===== src/rtl/io_port_responder.sv =====
// CPU I/O port responder: registered OUT ports, IN read mux over synced switches,
// sticky key-press flags and a millisecond tick counter.

module io_port_responder_key_lane (
    input  logic clk,
    input  logic reset,
    input  logic key_n_raw,
    input  logic arm,
    input  logic clr,
    output logic evt
);
    logic s1, sync, prev, fall;

    assign fall = arm & prev & ~sync;

    always_ff @(posedge clk or negedge reset) begin
        if (!reset) begin
            s1   <= 1'b1;
            sync <= 1'b1;
            prev <= 1'b1;
            evt  <= 1'b0;
        end else begin
            s1   <= key_n_raw;
            sync <= s1;
            prev <= sync;
            // a fresh press survives a coincident clearing read
            evt  <= (evt & ~clr) | fall;
        end
    end
endmodule

module io_port_responder #(
    parameter int DATA_W   = 8,
    parameter int TICK_DIV = 50000
) (
    input  logic              clk,
    input  logic              reset,
    input  logic              s_out,
    input  logic              s_in,
    input  logic [1:0]        port_addr,
    input  logic [DATA_W-1:0] wdata,
    output logic [DATA_W-1:0] rdata,
    input  logic [DATA_W-1:0] sw_raw,
    input  logic [3:0]        key_n_raw,
    output logic [DATA_W-1:0] out_p0,
    output logic [DATA_W-1:0] out_p1,
    output logic [DATA_W-1:0] out_p2,
    output logic [DATA_W-1:0] out_p3,
    output logic              tick
);
    localparam int DIV_W = (TICK_DIV > 2) ? $clog2(TICK_DIV) : 1;
    localparam int STAGES = 2;

    logic [3:0][DATA_W-1:0] out_p;
    logic [DATA_W-1:0]      sw_s1, sw_sync;
    logic [STAGES:0]        vld_pipe;
    logic [3:0]             key_evt;
    logic [DIV_W-1:0]       div_cnt;
    logic [7:0]             ms_cnt;
    logic                   tick_pend, wrap, rd_key, rd_tick;

    assign rd_key  = s_in && (port_addr == 2'd1);
    assign rd_tick = s_in && (port_addr == 2'd3);
    assign wrap    = (div_cnt == DIV_W'(TICK_DIV - 1));

    assign out_p0 = out_p[0];
    assign out_p1 = out_p[1];
    assign out_p2 = out_p[2];
    assign out_p3 = out_p[3];

    always_ff @(posedge clk or negedge reset) begin
        if (!reset) out_p <= '0;
        else if (s_out) out_p[port_addr] <= wdata;
    end

    always_ff @(posedge clk or negedge reset) begin
        if (!reset) begin
            sw_s1   <= '0;
            sw_sync <= '0;
        end else begin
            sw_s1   <= sw_raw;
            sw_sync <= sw_s1;
        end
    end

    // Key events stay disarmed until the key synchronisers have refilled after
    // reset, so a key held through reset release is not seen as a press.
    always_ff @(posedge clk or negedge reset) begin
        if (!reset) vld_pipe <= '0;
        else vld_pipe <= {vld_pipe[STAGES-1:0], 1'b1};
    end

    for (genvar i = 0; i < 4; i++) begin : g_key
        io_port_responder_key_lane u_lane (
            .clk      (clk),
            .reset    (reset),
            .key_n_raw(key_n_raw[i]),
            .arm      (vld_pipe[STAGES]),
            .clr      (rd_key),
            .evt      (key_evt[i])
        );
    end

    always_ff @(posedge clk or negedge reset) begin
        if (!reset) begin
            div_cnt   <= '0;
            ms_cnt    <= '0;
            tick      <= 1'b0;
            tick_pend <= 1'b0;
        end else begin
            div_cnt <= wrap ? '0 : div_cnt + DIV_W'(1);
            tick    <= wrap;
            if (wrap) ms_cnt <= ms_cnt + 8'd1;
            if (wrap) tick_pend <= 1'b1;
            else if (rd_tick) tick_pend <= 1'b0;
        end
    end

    always_comb begin
        rdata = '0;
        if (s_in) begin
            case (port_addr)
                2'd0: rdata = sw_sync;
                2'd1: rdata = DATA_W'(key_evt);
                2'd2: rdata = DATA_W'(ms_cnt);
                2'd3: rdata = {tick_pend, {(DATA_W-1){1'b0}}};
                default: rdata = '0;
            endcase
        end
    end
endmodule


===== config.mk =====
export PLATFORM = sky130hd
export DESIGN_NAME = io_port_responder
export DESIGN_NICKNAME = d
export VERILOG_FILES = /design/src/rtl/io_port_responder.sv
export SDC_FILE = /design/constraint.sdc
export NUM_CORES = 1
export LEC_CHECK = 0
export ABC_CLOCK_PERIOD_IN_PS = 3500
export BUFFER_PORTS_ARGS = -buffer_cell sky130_fd_sc_hd__buf_2
export CORE_AREA = 2 2 82 84
export DETAILED_ROUTE_END_ITERATION = 12
export DIE_AREA = 0 0 84 86
export HOLD_SLACK_MARGIN = 0.1
export PLACE_DENSITY_LB_ADDON = 0.15
export SLEW_MARGIN = 25
export SYNTH_ARGS = -nofsm -noshare
export SYNTH_HDL_FRONTEND = slang
export SYNTH_SLANG_ARGS = --single-unit

===== constraint.sdc =====
create_clock -name clk -period 3.5 [get_ports clk]
set_input_delay 0 -clock clk [delete_from_list [all_inputs] [get_ports clk]]
set_output_delay 0 -clock clk [all_outputs]
set_load 0.005 [all_outputs]

* After elaboration in Yosys (flattened, before gate mapping)
Index checks and enable logic that the tools add are counted.
** Storage, ports and cells
- Flip-flop bits (word level) :: 93
- Input bits :: 26
- Output and inout port bits :: 41
- Word-level logic and storage cells :: 69
** Operators by class
- Add/subtract/negate cells :: 2
- $lt $le $gt $ge :: 2
- Equality and inequality tests :: 4
- Muxes and demuxes :: 8
- Bitwise gates (word level) :: 21
- Reductions and logical operators :: 5
** Operators by type and width (count)
- 32-bit bitwise mux :: 1
- 8-bit case mux with 4 select lines :: 1
- 16-bit by 1-bit adder with 16-bit output, second input constant :: 1
- 8-bit demux with 2-bit select :: 1
- 16-bit == test, second input constant :: 1
- 16-bit two-way mux :: 1
- 8-bit two-way mux :: 2
- 1-bit bitwise AND :: 12
- 8-bit by 1-bit adder with 8-bit output, second input constant :: 1
- 1-bit inverter :: 5
- 2-bit == test, second input constant :: 2
- 1-bit bitwise OR :: 4
- 1-bit logical AND :: 3
- 2-bit by 3-bit less-than comparator with 1-bit output, second input constant :: 1
- 2-bit by 1-bit == test with 1-bit output, second input constant :: 1
- 2-bit by 1-bit >= comparator with 1-bit output, second input constant :: 1
- 2-bit logical NOT :: 1
- 1-bit two-way mux :: 2
- 2-bit nonzero test :: 1

* Longest topological paths before layout
Gate-level depths: netlist of the first run.
- Depth after elaboration :: 5
- Mapped depth :: 5
- Gate-level depth less buffers :: 5

* By module
Synthesis of the first run repeated with hierarchy kept, for this count alone.
** Unflattened totals
- Cells, all modules :: 257
- Area total of the unflattened synthesis :: 3631.0 sq um
** Modules (own cells, without submodules)
- io_port_responder :: instances 1, cells each 229, area each 3135.5 sq um, sequential area each 1926.8 sq um
- io_port_responder_key_lane :: instances 4, cells each 7, area each 123.9 sq um, sequential area each 103.8 sq um

* Worst setup path after synthesis of the first run
Ideal clock, no wire load.
- Kind :: register -> register
- Start point :: reg div_cnt[7]
- End point :: reg ms_cnt[1]
- Library setup time :: 0.125 ns
- Data arrival time :: 1.861 ns
- Data required time :: 3.375 ns
- Path slack :: 1.515 ns
- Cell stages (with the launch flop) :: 5
- Buffers on the path :: 1
- Period minus slack after synthesis :: 1.985 ns
- Cells stage by stage :: dfrtp_1 -> buf_4 -> or4b_4 -> nor4_4 -> mux2_2
** On the way
- Longest elaborated chain between the ends :: 1
** RTL lines
- from (decl) :: line 58 : logic [DIV_W-1:0] div_cnt;
- from (signal assigned) :: line 111 : div_cnt <= wrap ? '0 : div_cnt + DIV_W'(1);
- 16-bit == test :: line 64 : assign wrap = (div_cnt == DIV_W'(TICK_DIV - 1));
- to (signal assigned) :: line 113 : if (wrap) ms_cnt <= ms_cnt + 8'd1;
- to (decl) :: line 59 : logic [7:0] ms_cnt;
No other way between the ends.
A chain may end at the register's enable or synchronous reset.

* Worst setup path in the final report of the first run
- Start point :: reg div_cnt[4]
- End point :: reg ms_cnt[1]
The elaborated chain is that of the path after synthesis.

==> out/qor.txt, run 1 <==
Area of the core = 0.00628 mm^2
Final hold violation count = 0
Ratio of total power to cell area = 501 mW/mm^2
Clock tree root buffer cell = sky130_fd_sc_hd__clkbuf_8
Initial cell density of the core = 56.3%
Via count of the first global-routing pass = 2234
Number of antenna violations at the first check in global routing = 0
Internal power component = 1.71 mW
Switch share = 22.1%
F_max = 430 MHz
Flop-to-flop setup slack = 1.18 ns
Number of buffers inserted by port buffering = 66
Fraction of final layout cells sized beyond drive strength 1 = 37.5%
Total wirelength of the detailed-routed design = 6170 um
I/O pins = 67
Clk_skew = 0.00502 ns
First-iteration detailed-routing DRC count = 82
Worst setup path end = ms_cnt[1]$_DFFE_PN0N_
Worst reg2reg path endpoint = ms_cnt[1]$_DFFE_PN0N_
Post-synthesis area per instance = 14.0 um^2
Post-DP HPWL = 4020 um
Placed Cells = 394
Antenna diode instance count = 0
Min cycle time layout = 2.32 ns
Fill cells = 452
Number of nets with antenna violations after detailed routing = 0
Largest net degree at the start of global routing = 68
Net switching power = 0.488 mW
Maximum ir drop on the vdd rail = 0.359 mV
Outcome = completed
Drt first pass iters = 4
Worst hold path type = input port to register
Level count of the clock H-tree = 3
Number of violations of the max-capacitance limit = 0
CTS sink count = 93
Post-Route Hold Slack = 0.274 ns
Period utilization = 66.4%
Area of the die = 0.00722 mm^2
Combinational share of power = 11.3%
Total Nets Final = 379
Vertical die dimension = 86 um
Slew margin rel. = 44.2%
Cell Rows = 29
Worst Setup Slack, final = 1.18 ns
Largest driver fanout on the critical path = 15
Number of storage elements in the synthesis netlist = 93
Gate count of the mapped netlist = 253
Leading cell type in the layout, fill and taps excluded = sky130_fd_sc_hd__dfrtp_1
Endpoint required time on the critical path = 3.74 ns
Skew-Pair Late Insertion Delay = 0.35 ns
Routability congestion estimate = 0.775
Depth of the worst register-to-register path = 3
Cell area after synthesis = 0.00354 mm^2
Average vias per placed instance = 5.04
Proportion of synthesized chip area in sequential cells = 66.2%
Wire length of the first global-routing pass = 10600 um
Number of distinct standard cells referenced by the synthesized netlist = 39
Beginning of the critical path = div_cnt[4]$_DFF_PN0_
Die W = 84 um
Number of clock buffers inserted by TritonCTS = 9
Leakage power summed over all cells = 2.07 nW
Yosys warning count = 0
DRC violation count after routing = 0
Total global routing overflow = 0
Commonest cells after routing, fill and taps aside = sky130_fd_sc_hd__dfrtp_1, sky130_fd_sc_hd__buf_2, sky130_fd_sc_hd__mux2_2, sky130_fd_sc_hd__dlygate4sd3_1, sky130_fd_sc_hd__nand2_1
Finished Layout Cells = 432
Crit path arrival time = 2.56 ns
Post-synthesis to final-layout area growth = 24.2%
Maximum clock insertion buffer count = 2
Part of the power in registers = 55.2%
Launching element type of the critical path = register
Slew at the pin closest to its max-slew limit = 0.837 ns
Clock slew at reported path FFs = 0.09 ns
Total Power = 2.20 mW
All-layer global routing usage = 19.2%
Total setup violations reported at the end of the flow = 0
Max-slew violation count = 0
Kind of capture point of the worst setup path = register
Overall via count from detail_route = 2179
Net count after synthesis = 281
Clock tree from TritonCTS = done
Setup TNS Final = 0 ns
Crit Path Category = register to register
PostCTS Resize Cnt = 0
Minimum setup slack after placement = 1.18 ns
RSZ-0062 raised after global routing = false
Proportion of power drawn by the clock network = 33.6%
Average routed wire per standard cell = 14.3 um
Source of the worst register-to-register timing path = div_cnt[4]$_DFF_PN0_
[cell type report]
type	count	area, um^2	area share, %
Clock inverter	4	75.1	1.71
Timing Repair Buffer	91	578	13.2
Tap cell	77	96.3	2.19
Sequential cell	93	2340	53.3
Inverter	1	3.75	0.0855
Clock buffer	11	131	2.99
Multi-Input combinational cell	155	1160	26.5
[power by group through the flow]
stage	Sequential, mW	Combinational, mW	Clock [mW]
floorplan	1.24	0.0916	0
global placement	1.23	0.226	0
detailed placement	1.24	0.232	0
CTS	1.22	0.252	0.765
global route	1.23	0.276	0.813
finish	1.22	0.248	0.739
[worst min-delay path by stage]
stage                             from                      endpoint  cells past startpoint
after floorplan                  reset          div_cnt[0]$_DFF_PN0_                      0
after global placement    key_n_raw[0]  g_key[0].u_lane.s1$_DFF_PN1_                      1
after detailed placement  key_n_raw[1]  g_key[1].u_lane.s1$_DFF_PN1_                      1
after global routing             s_out         out_p0[1]$_DFFE_PN0P_                      3
final                            s_out         out_p0[6]$_DFFE_PN0P_                      3
after CTS                        s_out         out_p0[1]$_DFFE_PN0P_                      3
[kinds of logic after synthesis]
family          Yosys count  share of synthesized area (%)
buf+inv                   5                          0.849
compound gates           15                           2.37
xor+xnor                 18                           4.67
other cells               1                          0.106
fa+ha+maj                 2                          0.707
simple gates             78                           12.3
flops                    93                           66.2
mux                      41                           12.8
[cell usage after synthesis]
master	count	area, um^2
sky130_fd_sc_hd__nand2_1	19	71.3
sky130_fd_sc_hd__or2_2	1	6.26
sky130_fd_sc_hd__nor4_4	1	21.3
sky130_fd_sc_hd__ha_1	2	25.0
sky130_fd_sc_hd__nor2_1	14	52.6
sky130_fd_sc_hd__nor3_1	1	5.00
sky130_fd_sc_hd__buf_1	1	3.75
sky130_fd_sc_hd__and3_1	2	12.5
sky130_fd_sc_hd__dfstp_2	12	315
sky130_fd_sc_hd__mux2i_1	7	70.1
sky130_fd_sc_hd__a21oi_1	2	10.0
sky130_fd_sc_hd__clkbuf_1	1	3.75
sky130_fd_sc_hd__nor3b_2	1	12.5
sky130_fd_sc_hd__inv_1	1	3.75
sky130_fd_sc_hd__nand2b_1	1	6.26
sky130_fd_sc_hd__or4_1	1	7.51
sky130_fd_sc_hd__a211o_1	1	8.76
sky130_fd_sc_hd__or4b_4	1	13.8
sky130_fd_sc_hd__conb_1	1	3.75
sky130_fd_sc_hd__mux2_2	34	383
sky130_fd_sc_hd__buf_4	1	7.51
sky130_fd_sc_hd__nand3b_1	2	15.0
sky130_fd_sc_hd__nor4_1	1	6.26
sky130_fd_sc_hd__buf_6	1	11.3
sky130_fd_sc_hd__dfrtp_1	81	2030
sky130_fd_sc_hd__or3_1	1	6.26
sky130_fd_sc_hd__o21ai_0	10	50.1
sky130_fd_sc_hd__and4_1	1	8.76
sky130_fd_sc_hd__xor2_1	8	70.1
sky130_fd_sc_hd__a22oi_1	1	7.51
sky130_fd_sc_hd__a21o_1	1	7.51
sky130_fd_sc_hd__xnor2_1	9	78.8
sky130_fd_sc_hd__nand4_1	9	56.3
sky130_fd_sc_hd__and4_2	1	10.0
sky130_fd_sc_hd__nand3_1	10	50.1
sky130_fd_sc_hd__nor2b_1	5	31.3
sky130_fd_sc_hd__or4b_1	1	10.0
sky130_fd_sc_hd__xor2_2	1	16.3
sky130_fd_sc_hd__and2_1	5	31.3
[per-layer routing]
layer	wire length, um	vias up	part of all wire (%)	GRT usage [%]
met5	0	-	0	0
met4	149	0	2.4	9.82
met3	257	10	4.2	4.81
met2	2810	54	46	28.7
met1	2950	1041	48	26.3
li1	-	1074	-	-
[metrics by stage]
step                util (%)  area (um^2)
floorplan                  -         3540
global placement        63.0         3960
detailed placement      63.0         3960
CTS                     70.0         4390
global route            70.0         4390
finish                  70.0         4390
[registers in the layout (all words and copies together), names as in the netlist]
name	count
div_cnt	16
ms_cnt	8
out_p0	8
out_p1	8
out_p2	8
out_p3	8
sw_s1	8
sw_sync	8
g_key.u_lane.evt	4
g_key.u_lane.prev	4
g_key.u_lane.s1	4
g_key.u_lane.sync	4
vld_pipe	3
tick	1
tick_pend	1
[critical path: stages, from the launching register on]
cell and delay (ns):
sky130_fd_sc_hd__dfrtp_1 0.46, sky130_fd_sc_hd__or4b_1 0.60, sky130_fd_sc_hd__nor4_4 0.75, sky130_fd_sc_hd__mux2_2 0.41
[timing repair]
item	CTS	global route
hold buffers	23	0
endpoints found under the hold margin	110	0
setup buffers	0	0
(Power assumes the default switching activity.)
==> run 2: changes to the inputs <==
--- a/config.mk
+++ b/config.mk
@@ -5,11 +5,11 @@
 export SDC_FILE = /design/constraint.sdc
 export NUM_CORES = 1
 export LEC_CHECK = 0
-export ABC_CLOCK_PERIOD_IN_PS = 3500
+export ABC_CLOCK_PERIOD_IN_PS = 2300
 export BUFFER_PORTS_ARGS = -buffer_cell sky130_fd_sc_hd__buf_2
-export CORE_AREA = 2 2 82 84
+export CORE_AREA = 2 2 84 86
 export DETAILED_ROUTE_END_ITERATION = 12
-export DIE_AREA = 0 0 84 86
+export DIE_AREA = 0 0 86 88
 export HOLD_SLACK_MARGIN = 0.1
 export PLACE_DENSITY_LB_ADDON = 0.15
 export SLEW_MARGIN = 25
==> constraint.sdc (replaced) <==
create_clock -name clk -period 2.3 [get_ports clk]
set_input_delay 0 -clock clk [delete_from_list [all_inputs] [get_ports clk]]
set_output_delay 0 -clock clk [all_outputs]
set_load 0.005 [all_outputs]
==> run 2 against run 1 <==
Core utilization shrank 3.7 points. Largest power group unchanged. Clock power grew 39%. Critical path depth grew 2. Largest cell class unchanged. Critical path type unchanged. Combinational power grew 54%.
==> out/qor.txt, run 2 (synthesis results as in run 1) <==
Post-layout utilization of the core = 66.3%
Via count of the first global-routing pass = 2215
Total Nets Final = 381
Antenna diode instance count = 0
Post-DP HPWL = 4080 um
Setup TNS Final = 0 ns
Maximum clock insertion buffer count = 2
Vertical die dimension = 88 um
Number of antenna violations at the first check in global routing = 0
Wire length of the first global-routing pass = 10400 um
Outcome = completed
Final hold violation count = 0
Number of clock buffers inserted by TritonCTS = 9
Drt first pass iters = 4
Placed Cells = 399
Max reg flops = 16
Crit Path Category = register to register
Crit path arrival time = 2.31 ns
Average vias per placed instance = 5.09
Slew at the pin closest to its max-slew limit = 0.717 ns
Routability congestion estimate = 0.731
Fraction of final layout cells sized beyond drive strength 1 = 38.5%
Number of violations of the max-capacitance limit = 0
Total global routing overflow = 0
F_max = 485 MHz
Maximum ir drop on the vdd rail = 0.549 mV
All-layer global routing usage = 18.0%
Finished Layout Cells = 438
Die W = 86 um
Skew-Pair Late Insertion Delay = 0.37 ns
Worst hold path type = input port to async pin
Largest Register = div_cnt
Clk_skew = 0.00846 ns
Leakage power summed over all cells = 2.09 nW
Commonest cells after routing, fill and taps aside = sky130_fd_sc_hd__dfrtp_1, sky130_fd_sc_hd__buf_2, sky130_fd_sc_hd__mux2_2, sky130_fd_sc_hd__dlygate4sd3_1, sky130_fd_sc_hd__nand2_1
Number of nets with antenna violations after detailed routing = 0
CTS sink count = 93
Overall via count from detail_route = 2229
DRC violation count after routing = 0
Minimum setup slack after placement = 0.258 ns
Total wirelength of the detailed-routed design = 6160 um
Level count of the clock H-tree = 3
Area of the core = 0.00664 mm^2
Area of the die = 0.00757 mm^2
Total Power = 3.26 mW
Cell Rows = 30
Endpoint required time on the critical path = 2.55 ns
I/O pins = 67
Worst Setup Slack, final = 0.240 ns
Max-slew violation count = 0
Total setup violations reported at the end of the flow = 0
Largest driver fanout on the critical path = 14
Clock tree from TritonCTS = done
PostCTS Resize Cnt = 0
Number of buffers inserted by port buffering = 66
Min cycle time layout = 2.06 ns
Kind of capture point of the worst setup path = register
Leading cell type in the layout, fill and taps excluded = sky130_fd_sc_hd__dfrtp_1
First-iteration detailed-routing DRC count = 107
Clock slew at reported path FFs = 0.09 ns
Post-synthesis to final-layout area growth = 24.5%
Slew margin rel. = 52.0%
Launching element type of the critical path = register
CTS Hold Bufs = 23
Clock tree root buffer cell = sky130_fd_sc_hd__clkbuf_8
Average routed wire per standard cell = 14.1 um
Initial cell density of the core = 53.2%
Number of setup buffers added after CTS = 0
RSZ-0062 raised after global routing = false
Period utilization = 89.6%
Largest net degree at the start of global routing = 45
Ratio of total power to cell area = 741 mW/mm^2
## run 2: critical path, cell delays in order, from the launching register on
cell and delay, ns:
sky130_fd_sc_hd__dfrtp_1 0.45, sky130_fd_sc_hd__or4b_1 0.59, sky130_fd_sc_hd__nor4_4 0.29, sky130_fd_sc_hd__buf_4 0.26, sky130_fd_sc_hd__a21oi_1 0.06, sky130_fd_sc_hd__a211o_1 0.29
## run 2: area by class of cell
| class | instances | area (um^2) |
|---|---|---|
| clock inverters | 7 | 62.6 |
| repair buffers | 93 | 606 |
| multi-input cells | 155 | 1160 |
| inverters | 1 | 3.75 |
| well taps | 80 | 100 |
| clock buffers | 9 | 124 |
| flip-flops and latches | 93 | 2340 |
| fillers | 486 | 2240 |
## run 2: final timing paths
| path | to | depth (start not counted) | start | slack, ns |
|---|---|---|---|---|
| worst max register to register | div_cnt[9]$_DFF_PN0_ | 5 | div_cnt[4]$_DFF_PN0_ | 0.24 |
| worst min-delay path | div_cnt[2]$_DFF_PN0_ | 2 | reset | 0.14 |
| min in group clk | out_p0[5]$_DFFE_PN0P_ | 3 | s_out | 0.25 |
| worst min register to register | sw_sync[0]$_DFF_PN0_ | 0 | sw_s1[0]$_DFF_PN0_ | 0.35 |
| max in group asynchronous | g_key[2].u_lane.prev$_DFF_PN1_ | 3 | reset | 1.51 |
| worst max-delay path | div_cnt[9]$_DFF_PN0_ | 5 | div_cnt[4]$_DFF_PN0_ | 0.24 |
## run 2: power by group
part	internal, mW	switching, mW	leakage (nW)	total, mW
logic	0.219	0.163	0.872	0.382
registers	1.79	0.0608	1.12	1.85
clock network	0.419	0.614	0.0984	1.03
## run 2: metal layers
layer,routed length [um],global-route usage [%],vias to the layer above
met1,2810,23.9,1085
met3,272,3.58,12
li1,-,-,1075
met4,158,9.24,0
met5,0,0,-
met2,2920,28.5,57
## run 2: metrics by stage
step           hold WS (ns)  area [um^2]
3_3_place_gp         0.0112         3990
6_report              0.140         4400
5_1_grt               0.181         4400
2_1_floorplan        -0.296         3540
3_5_place_dp         0.0106         3990
4_1_cts               0.155         4400
==> run 3: changes to the inputs <==
--- a/config.mk
+++ b/config.mk
@@ -8,9 +8,9 @@
 export ABC_CLOCK_PERIOD_IN_PS = 2300
 export BUFFER_PORTS_ARGS = -buffer_cell sky130_fd_sc_hd__buf_2
 export CORE_AREA = 2 2 84 86
+export CTS_BUF_LIST = sky130_fd_sc_hd__clkbuf_8 sky130_fd_sc_hd__clkbuf_16
 export DETAILED_ROUTE_END_ITERATION = 12
 export DIE_AREA = 0 0 86 88
-export HOLD_SLACK_MARGIN = 0.1
 export PLACE_DENSITY_LB_ADDON = 0.15
 export SLEW_MARGIN = 25
 export SYNTH_ARGS = -nofsm -noshare
==> run 3 against run 2 <==
Total power barely moved. Non-clock buffer count fell by 2. Wire length fell by 0.32%. Register-to-register slack barely moved. Core utilization fell by 0.30 points. Sequential power barely moved. Clock power barely moved. Fmax barely moved. Clock skew barely moved. Critical path type unchanged. Critical endpoint unchanged.
==> out/qor.txt, run 3 (synthesis results as in run 1) <==
Clock tree root buffer cell = sky130_fd_sc_hd__clkbuf_8
Period utilization = 89.6%
Die W = 86 um
Crit Path Category = register to register
Flop-to-flop setup slack = 0.24 ns
Clock slew at reported path FFs = 0.09 ns
Worst hold path type = input port to register
Routability congestion estimate = 0.731
Largest net degree at the start of global routing = 45
Slew at the pin closest to its max-slew limit = 0.717 ns
Endpoint required time on the critical path = 2.55 ns
Commonest cells after routing, fill and taps aside = sky130_fd_sc_hd__dfrtp_1, sky130_fd_sc_hd__buf_2, sky130_fd_sc_hd__mux2_2, sky130_fd_sc_hd__dlygate4sd3_1, sky130_fd_sc_hd__nand2_1
Clock tree from TritonCTS = done
Vertical die dimension = 88 um
Largest Register = div_cnt
Crit path arrival time = 2.31 ns
Average vias per placed instance = 5.10
Worst-case hold path end point = tick_pend$_DFFE_PN0P_
DRC violation count after routing = 0
Level count of the clock H-tree = 3
Number of violations of the max-capacitance limit = 0
Average routed wire per standard cell = 14.1 um
I/O pins = 67
Post-DP HPWL = 4080 um
Total setup violations reported at the end of the flow = 0
Final hold violation count = 0
Area of the core = 0.00664 mm^2
RSZ-0062 raised after global routing = false
Skew-Pair Late Insertion Delay = 0.37 ns
Drt first pass iters = 4
All-layer global routing usage = 17.9%
First-iteration detailed-routing DRC count = 141
Hold path startpoint = s_in
Largest driver fanout on the critical path = 14
Antenna diode instance count = 0
Post-synthesis to final-layout area growth = 23.9%
Fill cells = 487
Kind of capture point of the worst setup path = register
Leading cell type in the layout, fill and taps excluded = sky130_fd_sc_hd__dfrtp_1
Setup TNS Final = 0 ns
Clk_skew = 0.00862 ns
Via count of the first global-routing pass = 2181
Post-layout utilization of the core = 66.0%
Wire length of the first global-routing pass = 10300 um
Ratio of total power to cell area = 744 mW/mm^2
Maximum clock insertion buffer count = 2
Total Nets Final = 379
Slew margin rel. = 52.0%
F_max = 485 MHz
Area of the die = 0.00757 mm^2
Number of buffers inserted by port buffering = 66
Source of the worst register-to-register timing path = div_cnt[4]$_DFF_PN0_
Cell Rows = 30
Maximum ir drop on the vdd rail = 0.549 mV
Launching element type of the critical path = register
Outcome = completed
Number of setup buffers added after CTS = 0
Number of clock buffers inserted by TritonCTS = 9
PostCTS Resize Cnt = 0
CTS sink count = 93
Total wirelength of the detailed-routed design = 6140 um
Max reg flops = 16
Number of nets with antenna violations after detailed routing = 0
Leakage power summed over all cells = 2.09 nW
Max-slew violation count = 0
Worst reg2reg path endpoint = div_cnt[9]$_DFF_PN0_
Number of antenna violations at the first check in global routing = 0
Min cycle time layout = 2.06 ns
Overall via count from detail_route = 2225
Total global routing overflow = 0
Initial cell density of the core = 53.2%
Cells on Worst Hold Path = 3
Depth of the worst register-to-register path = 5
Fraction of final layout cells sized beyond drive strength 1 = 38.8%
[run 3: cell count changes in the layout (fill, tap and decap cells not counted), sizes merged]
cell	before	now
dlygate4sd3	23	21
[run 3: metrics by stage]
stage	total power [mW]	setup slack, ns	hold WS, ns	instances	area, um^2
after floorplan	2.03	0.315	-0.296	253	3540
after global placement	2.23	0.297	0.0112	399	3990
after detailed placement	2.24	0.258	0.0106	399	3990
after CTS	3.29	0.236	0.00282	436	4380
after global routing	3.41	0.122	0.0186	436	4380
final	3.26	0.240	0.0129	436	4380
[run 3: layout make-up]
cell class / instances / area (um^2) / share of cell area, %
Inverter: 1 / 3.75 / 0.0856
Clock buffer: 9 / 124 / 2.83
Timing Repair Buffer: 91 / 586 / 13.4
Clock inverter: 7 / 62.6 / 1.43
Sequential cell: 93 / 2340 / 53.4
Tap cell: 80 / 100 / 2.28
Multi-Input combinational cell: 155 / 1160 / 26.6
[run 3: how the worst max path moves through the flow]
stage | startpoint | endpoint | slack [ns] | depth (start not counted)
2_1_floorplan | div_cnt[7]$_DFF_PN0_ | ms_cnt[1]$_DFFE_PN0N_ | 0.31 | 4
3_3_place_gp | div_cnt[4]$_DFF_PN0_ | div_cnt[9]$_DFF_PN0_ | 0.30 | 5
3_5_place_dp | div_cnt[4]$_DFF_PN0_ | div_cnt[9]$_DFF_PN0_ | 0.26 | 5
4_1_cts | div_cnt[4]$_DFF_PN0_ | div_cnt[9]$_DFF_PN0_ | 0.24 | 5
5_1_grt | div_cnt[4]$_DFF_PN0_ | div_cnt[9]$_DFF_PN0_ | 0.12 | 5
6_report | div_cnt[4]$_DFF_PN0_ | div_cnt[9]$_DFF_PN0_ | 0.24 | 5
[run 3: layer usage]
metal | up-vias | wire [um] | GRT usage, %
met1 | 1082 | 2790 | 23.8
li1 | 1072 | - | -
met5 | - | 0 | 0
met3 | 10 | 283 | 3.58
met2 | 61 | 2940 | 28.1
met4 | 0 | 134 | 9.24
[run 3: worst max-delay path, cell delays in order, from the launching register on]
cell                      delay (ns)
sky130_fd_sc_hd__dfrtp_1        0.45
sky130_fd_sc_hd__or4b_1         0.59
sky130_fd_sc_hd__nor4_4         0.29
sky130_fd_sc_hd__buf_4          0.26
sky130_fd_sc_hd__a21oi_1        0.06
sky130_fd_sc_hd__a211o_1        0.29
[run 3: where the power goes]
group | leakage, nW | internal, mW | switching [mW]
sequential | 1.12 | 1.79 | 0.0611
clock | 0.0984 | 0.419 | 0.614
combinational | 0.866 | 0.217 | 0.163
[run 3: timing repair]
action | in CTS | in global routing
endpoints found under the setup margin | 0 | 0
hold buffers | 21 | 0
hold endpoints to repair | 82 | 0
